`src/rtl/mux_circuit_sweeper.sv`:
```
// Exhaustive vector sweeper and truth-table checker for the two-function mux circuit.
// Optional build macro SWEEPER_EARLY_ABORT_EN ends a sweep on its first mismatching sample.
module mux_circuit_sweeper #(
  parameter int unsigned SETTLE_CYCLES = 1,
  parameter logic [7:0]  EXP0          = 8'hF4,
  parameter logic [7:0]  EXP1          = 8'h6F
) (
  input  logic       clk,
  input  logic       reset,
  input  logic       in_start,
  input  logic       in_q,
  output logic       out_a,
  output logic       out_b,
  output logic       out_c,
  output logic       out_x,
  output logic       out_y,
  output logic       out_z,
  output logic       out_mux_sel,
  output logic       out_busy,
  output logic       out_done,
  output logic       out_pass,
  output logic [7:0] out_table0,
  output logic [7:0] out_table1,
  output logic [4:0] out_err_count
);

  localparam int unsigned VEC_W = 4;
  localparam int unsigned TBL_W = 8;
  localparam int unsigned ERR_W = 5;
  localparam int unsigned DRV_W = 7;
  localparam int unsigned SET_W = (SETTLE_CYCLES > 0) ? $clog2(SETTLE_CYCLES + 1) : 1;

  localparam logic [SET_W-1:0] SETTLE_LAST = SET_W'(SETTLE_CYCLES);
  localparam logic [VEC_W-1:0] VEC_LAST    = VEC_W'(15);

  typedef enum logic [1:0] {
    ST_IDLE = 2'd0,
    ST_RUN  = 2'd1,
    ST_DONE = 2'd2
  } state_t;

  state_t             r_state;
  state_t             w_state_nxt;
  logic [VEC_W-1:0]   r_vec;
  logic [VEC_W-1:0]   w_vec_nxt;
  logic [SET_W-1:0]   r_settle;
  logic [SET_W-1:0]   w_settle_nxt;
  logic [TBL_W-1:0]   r_table0;
  logic [TBL_W-1:0]   w_table0_nxt;
  logic [TBL_W-1:0]   r_table1;
  logic [TBL_W-1:0]   w_table1_nxt;
  logic [ERR_W-1:0]   r_err;
  logic [ERR_W-1:0]   w_err_nxt;
  logic               r_pass;
  logic               w_pass_nxt;
  logic               r_busy;
  logic               r_done;
  logic [DRV_W-1:0]   r_drv;
  logic               w_sample;
  logic               w_exp_bit;
  logic               w_mismatch;
  logic               w_last;

  // Driver word layout {mux_sel, z, y, x, c, b, a}; phase 1 pins a=0, b=0, c=1.
  function automatic logic [DRV_W-1:0] drive_map(input logic [VEC_W-1:0] v);
    if (v[3]) begin
      return {1'b1, v[2:0], 3'b100};
    end
    return {1'b0, 3'b000, v[2:0]};
  endfunction

  assign w_sample   = (r_state == ST_RUN) && (r_settle == SETTLE_LAST);
  assign w_exp_bit  = r_vec[3] ? EXP1[r_vec[2:0]] : EXP0[r_vec[2:0]];
  assign w_mismatch = w_sample && (in_q != w_exp_bit);

`ifdef SWEEPER_EARLY_ABORT_EN
  assign w_last = (r_vec == VEC_LAST) || w_mismatch;
`else
  assign w_last = (r_vec == VEC_LAST);
`endif

  // State register.
  always_ff @(posedge clk) begin
    if (reset) begin
      r_state <= ST_IDLE;
    end else begin
      r_state <= w_state_nxt;
    end
  end

  // Next-state and next datapath values.
  always_comb begin
    w_state_nxt  = r_state;
    w_vec_nxt    = r_vec;
    w_settle_nxt = r_settle;
    w_table0_nxt = r_table0;
    w_table1_nxt = r_table1;
    w_err_nxt    = r_err;
    w_pass_nxt   = r_pass;

    case (r_state)
      ST_IDLE: begin
        if (in_start) begin
          w_state_nxt  = ST_RUN;
          w_vec_nxt    = '0;
          w_settle_nxt = '0;
          w_table0_nxt = '0;
          w_table1_nxt = '0;
          w_err_nxt    = '0;
          w_pass_nxt   = 1'b0;
        end
      end
      ST_RUN: begin
        if (!w_sample) begin
          w_settle_nxt = r_settle + SET_W'(1);
        end else begin
          if (r_vec[3]) begin
            w_table1_nxt[r_vec[2:0]] = in_q;
          end else begin
            w_table0_nxt[r_vec[2:0]] = in_q;
          end
          if (w_mismatch) begin
            w_err_nxt = r_err + ERR_W'(1);
          end
          w_settle_nxt = '0;
          if (w_last) begin
            w_state_nxt = ST_DONE;
            w_vec_nxt   = '0;
            w_pass_nxt  = (w_err_nxt == '0);
          end else begin
            w_vec_nxt = r_vec + VEC_W'(1);
          end
        end
      end
      ST_DONE: begin
        w_state_nxt = ST_IDLE;
      end
      default: begin
        w_state_nxt = ST_IDLE;
      end
    endcase
  end

  // Datapath and registered outputs; drivers follow the vector being loaded.
  always_ff @(posedge clk) begin
    if (reset) begin
      r_vec    <= '0;
      r_settle <= '0;
      r_table0 <= '0;
      r_table1 <= '0;
      r_err    <= '0;
      r_pass   <= 1'b0;
      r_busy   <= 1'b0;
      r_done   <= 1'b0;
      r_drv    <= '0;
    end else begin
      r_vec    <= w_vec_nxt;
      r_settle <= w_settle_nxt;
      r_table0 <= w_table0_nxt;
      r_table1 <= w_table1_nxt;
      r_err    <= w_err_nxt;
      r_pass   <= w_pass_nxt;
      r_busy   <= (w_state_nxt == ST_RUN);
      r_done   <= (w_state_nxt == ST_DONE);
      r_drv    <= drive_map(w_vec_nxt);
    end
  end

  assign out_a         = r_drv[0];
  assign out_b         = r_drv[1];
  assign out_c         = r_drv[2];
  assign out_x         = r_drv[3];
  assign out_y         = r_drv[4];
  assign out_z         = r_drv[5];
  assign out_mux_sel   = r_drv[6];
  assign out_busy      = r_busy;
  assign out_done      = r_done;
  assign out_pass      = r_pass;
  assign out_table0    = r_table0;
  assign out_table1    = r_table1;
  assign out_err_count = r_err;

endmodule

```
`config.mk`:
```
export PLATFORM = sky130hd
export DESIGN_NAME = mux_circuit_sweeper
export DESIGN_NICKNAME = d
export VERILOG_FILES = /design/src/rtl/mux_circuit_sweeper.sv
export SDC_FILE = /design/constraint.sdc
export NUM_CORES = 1
export LEC_CHECK = 0
export BUFFER_PORTS_ARGS = -buffer_cell sky130_fd_sc_hd__buf_2
export CAP_MARGIN = 10
export CELL_PAD_IN_SITES_DETAIL_PLACEMENT = 1
export CELL_PAD_IN_SITES_GLOBAL_PLACEMENT = 1
export CORE_MARGIN = 2
export CORE_UTILIZATION = 39
export DETAILED_ROUTE_END_ITERATION = 10
export HOLD_SLACK_MARGIN = 0.15
export PLACE_DENSITY_LB_ADDON = 0.1
export SETUP_SLACK_MARGIN = 0.15
export SKIP_LAST_GASP = 1
export SYNTH_ARGS = -nofsm -noshare
export SYNTH_HDL_FRONTEND = slang
export SYNTH_SLANG_ARGS = --single-unit
```
`constraint.sdc`:
```
create_clock -name clk -period 2.35 [get_ports clk]
set_clock_uncertainty 0.2 [all_clocks]
set_input_delay 0.5875 -clock clk [delete_from_list [all_inputs] [get_ports clk]]
set_output_delay 0.5875 -clock clk [all_outputs]
set_load 0.1 [all_outputs]
```
==> summary.txt <==
Worst setup path
  – Arrival time at the worst endpoint: 1990 ps
  – Reg2Reg Depth: 7
  – Register-to-Register Setup Slack: 350 ps
  – Endpoint kind of the worst setup timing path: flip-flop
  – CP Max Fanout: 4
  – Startpoint type of the worst setup path: flip-flop
  – Data required time of the critical path: 2340 ps
  – Kind of critical path: reg -> reg
  – Worst r2r src: r_vec[0]

Detailed routing
  – Post-detailed-route count of antenna-violating nets: 0
  – Total number of vias: 1657
  – Routed WL per cell: roughly 15 µm
  – Count of TritonRoute iterations in the first routing pass: 4
  – Wirelength, routed: between 4000 and 5000 µm
  – Final routed DRC violation total: 0
  – Detailed-route vias per instance: approximately 5.4
  – Violation count after the first detailed-routing iteration: around 140

Die
  – Number of top-level pins: 35
  – Placeable core region: around 0.0044 mm²
  – Die area: 0.00508 mm²
  – Cell Rows: 24
  – Die height: 71.3 µm
  – Die Span X: 71.3 µm
  – Starting density of the core: roughly two fifths

Clock tree
  – Number of buffers on the longest clock path: 2
  – Clock net sink count: 40
  – CTS buffer count: 5
  – Clock tree from TritonCTS: done
  – H-Tree Depth: 2
  – Clk slew on worst S/H paths: roughly 90 ps
  – Buffer cell driving the clock tree root: sky130_fd_sc_hd__clkbuf_8
  – Hold buffer count at cts: 0
  – Latest clock arrival within the worst-skew pair: roughly 300 ps

Timing
  – Slew @ Worst Pin: 515 ps
  – Achievable Freq: roughly 500 MHz
  – Shortest period the worst path allows: 2000 ps
  – Setup Total Neg Slack: 0 ps
  – Final-report hold violation count: 0
  – Final Setup Violations: 0
  – RSZ-0062 raised after global routing: no
  – Count of pins over their slew limit: 0
  – Share of the cycle needed by the critical path after routing: 85.2%
  – Worst-case headroom to the max-slew limit: 65.7%

Logic synthesis
  – Gate count of the mapped netlist: 213
  – Synthesized area: 0.00177 mm²
  – Number of enable flip-flop cells after synthesis: 0
  – Synthesized area per cell: 8.29 µm²
  – Fraction of registers with async set or reset after synthesis: 0%
  – Count of warnings emitted by yosys: 0
  – Syn Nets: 220
  – Count of cell types in the netlist: 40
  – FF+latch count, synth: 40
  – Flip-flop cell with the highest count after synthesis: sky130_fd_sc_hd__dfxtp_1
  – Portion of the post-synthesis area used by sequential elements: 45.4%

Layout
  – Fill cell total of the finished layout: ~530
  – Layout Cells excl Fill: 306
  – Area used by multi-input combinational logic: 912 µm²
  – Fraction of layout instances using a drive strength above 1: about 23%
  – Sequential cell area: 803 µm²
  – Area growth, synth to finish: 21.9%
  – Antenna diode count: 0
  – Post-layout net count: 260

Power
  – Static leakage: 0.909 nW
  – Power density cells: 650 mW/mm²
  – IR drop worst, VDD: 0.000315 V

Global routing
  – Combined global-route utilization of all metal layers: 19.7%
  – Global route total overflow: 0
  – Largest net degree at the start of global routing: 20
  – Via count of the first global-routing pass: between 1500 and 2000
  – Global-route wire length before repair: 8030 µm
  – Antenna violations before repair: 0

Place
  – Placed wire-length estimate: 3460 µm
  – # port buffers: 34
  – Number of instances in the placed design: 298
  – Routability congestion estimate: 0.863

Worst hold path
  – Terminating pin of the worst hold path: out_table0[6]
  – Beginning of the worst hold path: out_table0[6]
  – Number of cells on the worst hold path: 2
  – Tightest Hold Check Type: reg -> reg

Job
  – Number of max-capacitance violations reported: 0

Run status
  – Run status: completed
cell type report:
class	count	area share (%)
Multi-Input combinational cell	159	42.4
Sequential cell	40	37.3
Timing Repair Buffer	44	11.4
Clock buffer	5	3.20
Tap cell	52	3.02
Clock inverter	3	2.15
Inverter	3	0.523
metal layers:
metal	part of all wire (%)	vias to the layer above	GRT usage, %
met1	51	788	29.3
li1	-	831	-
met2	45	33	29.5
met3	3.5	5	4.22
met5	0	-	0
met4	0.75	0	4.40
stage by stage:
| step | power, W | worst slack [ps] | hold slack (ps) | utilization, % | instance area [µm²] |
|---|---|---|---|---|---|
| floorplan | 0.000805 | 278 | 371 | - | 1770 |
| global route | 0.00146 | 151 | 320 | 49.4 | 2150 |
| finish | 0.00140 | 347 | 290 | 49.4 | 2150 |
| global placement | 0.000836 | 230 | 265 | 46.5 | 2030 |
| detailed placement | 0.000838 | 178 | 277 | 46.5 | 2030 |
| CTS | 0.00141 | 223 | 294 | 49.2 | 2140 |
kinds of logic (layout without fill, tap and decap cells):
| family | count (synthesis) | in the layout | share of synthesized area (%) |
|---|---|---|---|
| simple gates | 90 | 90 | 24.0 |
| buf+inv | 14 | 55 | 3.61 |
| flops | 40 | 40 | 45.4 |
| compound gates | 62 | 62 | 22.8 |
| fa+ha+maj | 3 | 3 | 2.13 |
| mux | 1 | 1 | 0.567 |
| xor+xnor | 3 | 3 | 1.49 |
worst max-delay path by stage:
stage                          start   endpoint  slack (ps)  cells past startpoint
global route                r_vec[3]   out_pass         150                      5
CTS                         r_vec[3]   out_pass         220                      5
finish                      r_vec[0]  flip-flop         350                      7
global placement            in_start  flip-flop         230                      7
floorplan           out_err_count[2]   out_pass         280                      4
detailed placement          in_start  flip-flop         180                      7
timing repair:
action                                  in CTS  in global routing
setup buffers                                0                  0
resized for setup                            0                  2
endpoints found under the setup margin       0                  3
synthesized netlist by cell type (all sizes together), types with 2 or more instances:
cell type / count / share of area [%]
nand2b: 6 / 2.1
buf: 4 / 1.5
nand3: 4 / 1.1
ha: 3 / 2.1
inv: 3 / 0.64
nor2b: 4 / 1.4
nand2: 27 / 5.7
or2: 2 / 0.71
o21a: 4 / 1.7
nor3: 7 / 2.0
nor2: 29 / 6.2
a22oi: 7 / 3.0
a21o: 4 / 1.7
or3: 2 / 0.99
a311oi: 3 / 1.5
a21oi: 17 / 4.8
o21ai: 13 / 3.7
a32oi: 3 / 1.5
dfxtp: 40 / 45
o31ai: 2 / 0.85
nand3b: 3 / 1.3
xor2: 2 / 0.99
a211oi: 3 / 1.3
clkbuf: 7 / 1.5
layout by cell type, fill, tap and decap left out, types with 2 or more instances in the layout:
| cell type | n |
|---|---|
| sky130_fd_sc_hd__a211oi_1 | 3 |
| sky130_fd_sc_hd__a21o_1 | 4 |
| sky130_fd_sc_hd__a21oi_1 | 17 |
| sky130_fd_sc_hd__a22oi_1 | 7 |
| sky130_fd_sc_hd__a311oi_1 | 3 |
| sky130_fd_sc_hd__a32oi_1 | 3 |
| sky130_fd_sc_hd__buf_2 | 34 |
| sky130_fd_sc_hd__buf_4 | 10 |
| sky130_fd_sc_hd__clkbuf_8 | 5 |
| sky130_fd_sc_hd__dfxtp_1 | 38 |
| sky130_fd_sc_hd__dfxtp_2 | 2 |
| sky130_fd_sc_hd__ha_1 | 3 |
| sky130_fd_sc_hd__inv_1 | 3 |
| sky130_fd_sc_hd__nand2_1 | 27 |
| sky130_fd_sc_hd__nand2b_1 | 6 |
| sky130_fd_sc_hd__nand3_1 | 4 |
| sky130_fd_sc_hd__nand3b_1 | 3 |
| sky130_fd_sc_hd__nor2_1 | 29 |
| sky130_fd_sc_hd__nor2b_1 | 4 |
| sky130_fd_sc_hd__nor3_1 | 7 |
| sky130_fd_sc_hd__o21a_1 | 4 |
| sky130_fd_sc_hd__o21ai_0 | 13 |
| sky130_fd_sc_hd__o31ai_1 | 2 |
| sky130_fd_sc_hd__or2_2 | 2 |
critical path, cell delays in order (launching register included):
cell and delay (ps):
sky130_fd_sc_hd__dfxtp_1 320, sky130_fd_sc_hd__ha_1 240, sky130_fd_sc_hd__and3_1 250, sky130_fd_sc_hd__nor3_1 170, sky130_fd_sc_hd__a21oi_1 70, sky130_fd_sc_hd__or2_2 320, sky130_fd_sc_hd__ha_1 190, sky130_fd_sc_hd__nand2b_1 140
state kept, by name, indices dropped and copies added, names as in the netlist, named ones only:
name / cells
out_busy: 1
out_done: 1
out_err_count: 5
out_pass: 1
out_table0: 8
out_table1: 8
r_drv: 7
r_settle: 1
r_state: 2
r_vec: 4
where the power goes:
group          internal, W  switching, W  total, W
sequential        0.000685    0.00000735  0.000692
clock             0.000320      0.000256  0.000576
combinational    0.0000362     0.0000958  0.000132
Power figures use the tool's default switching activity.
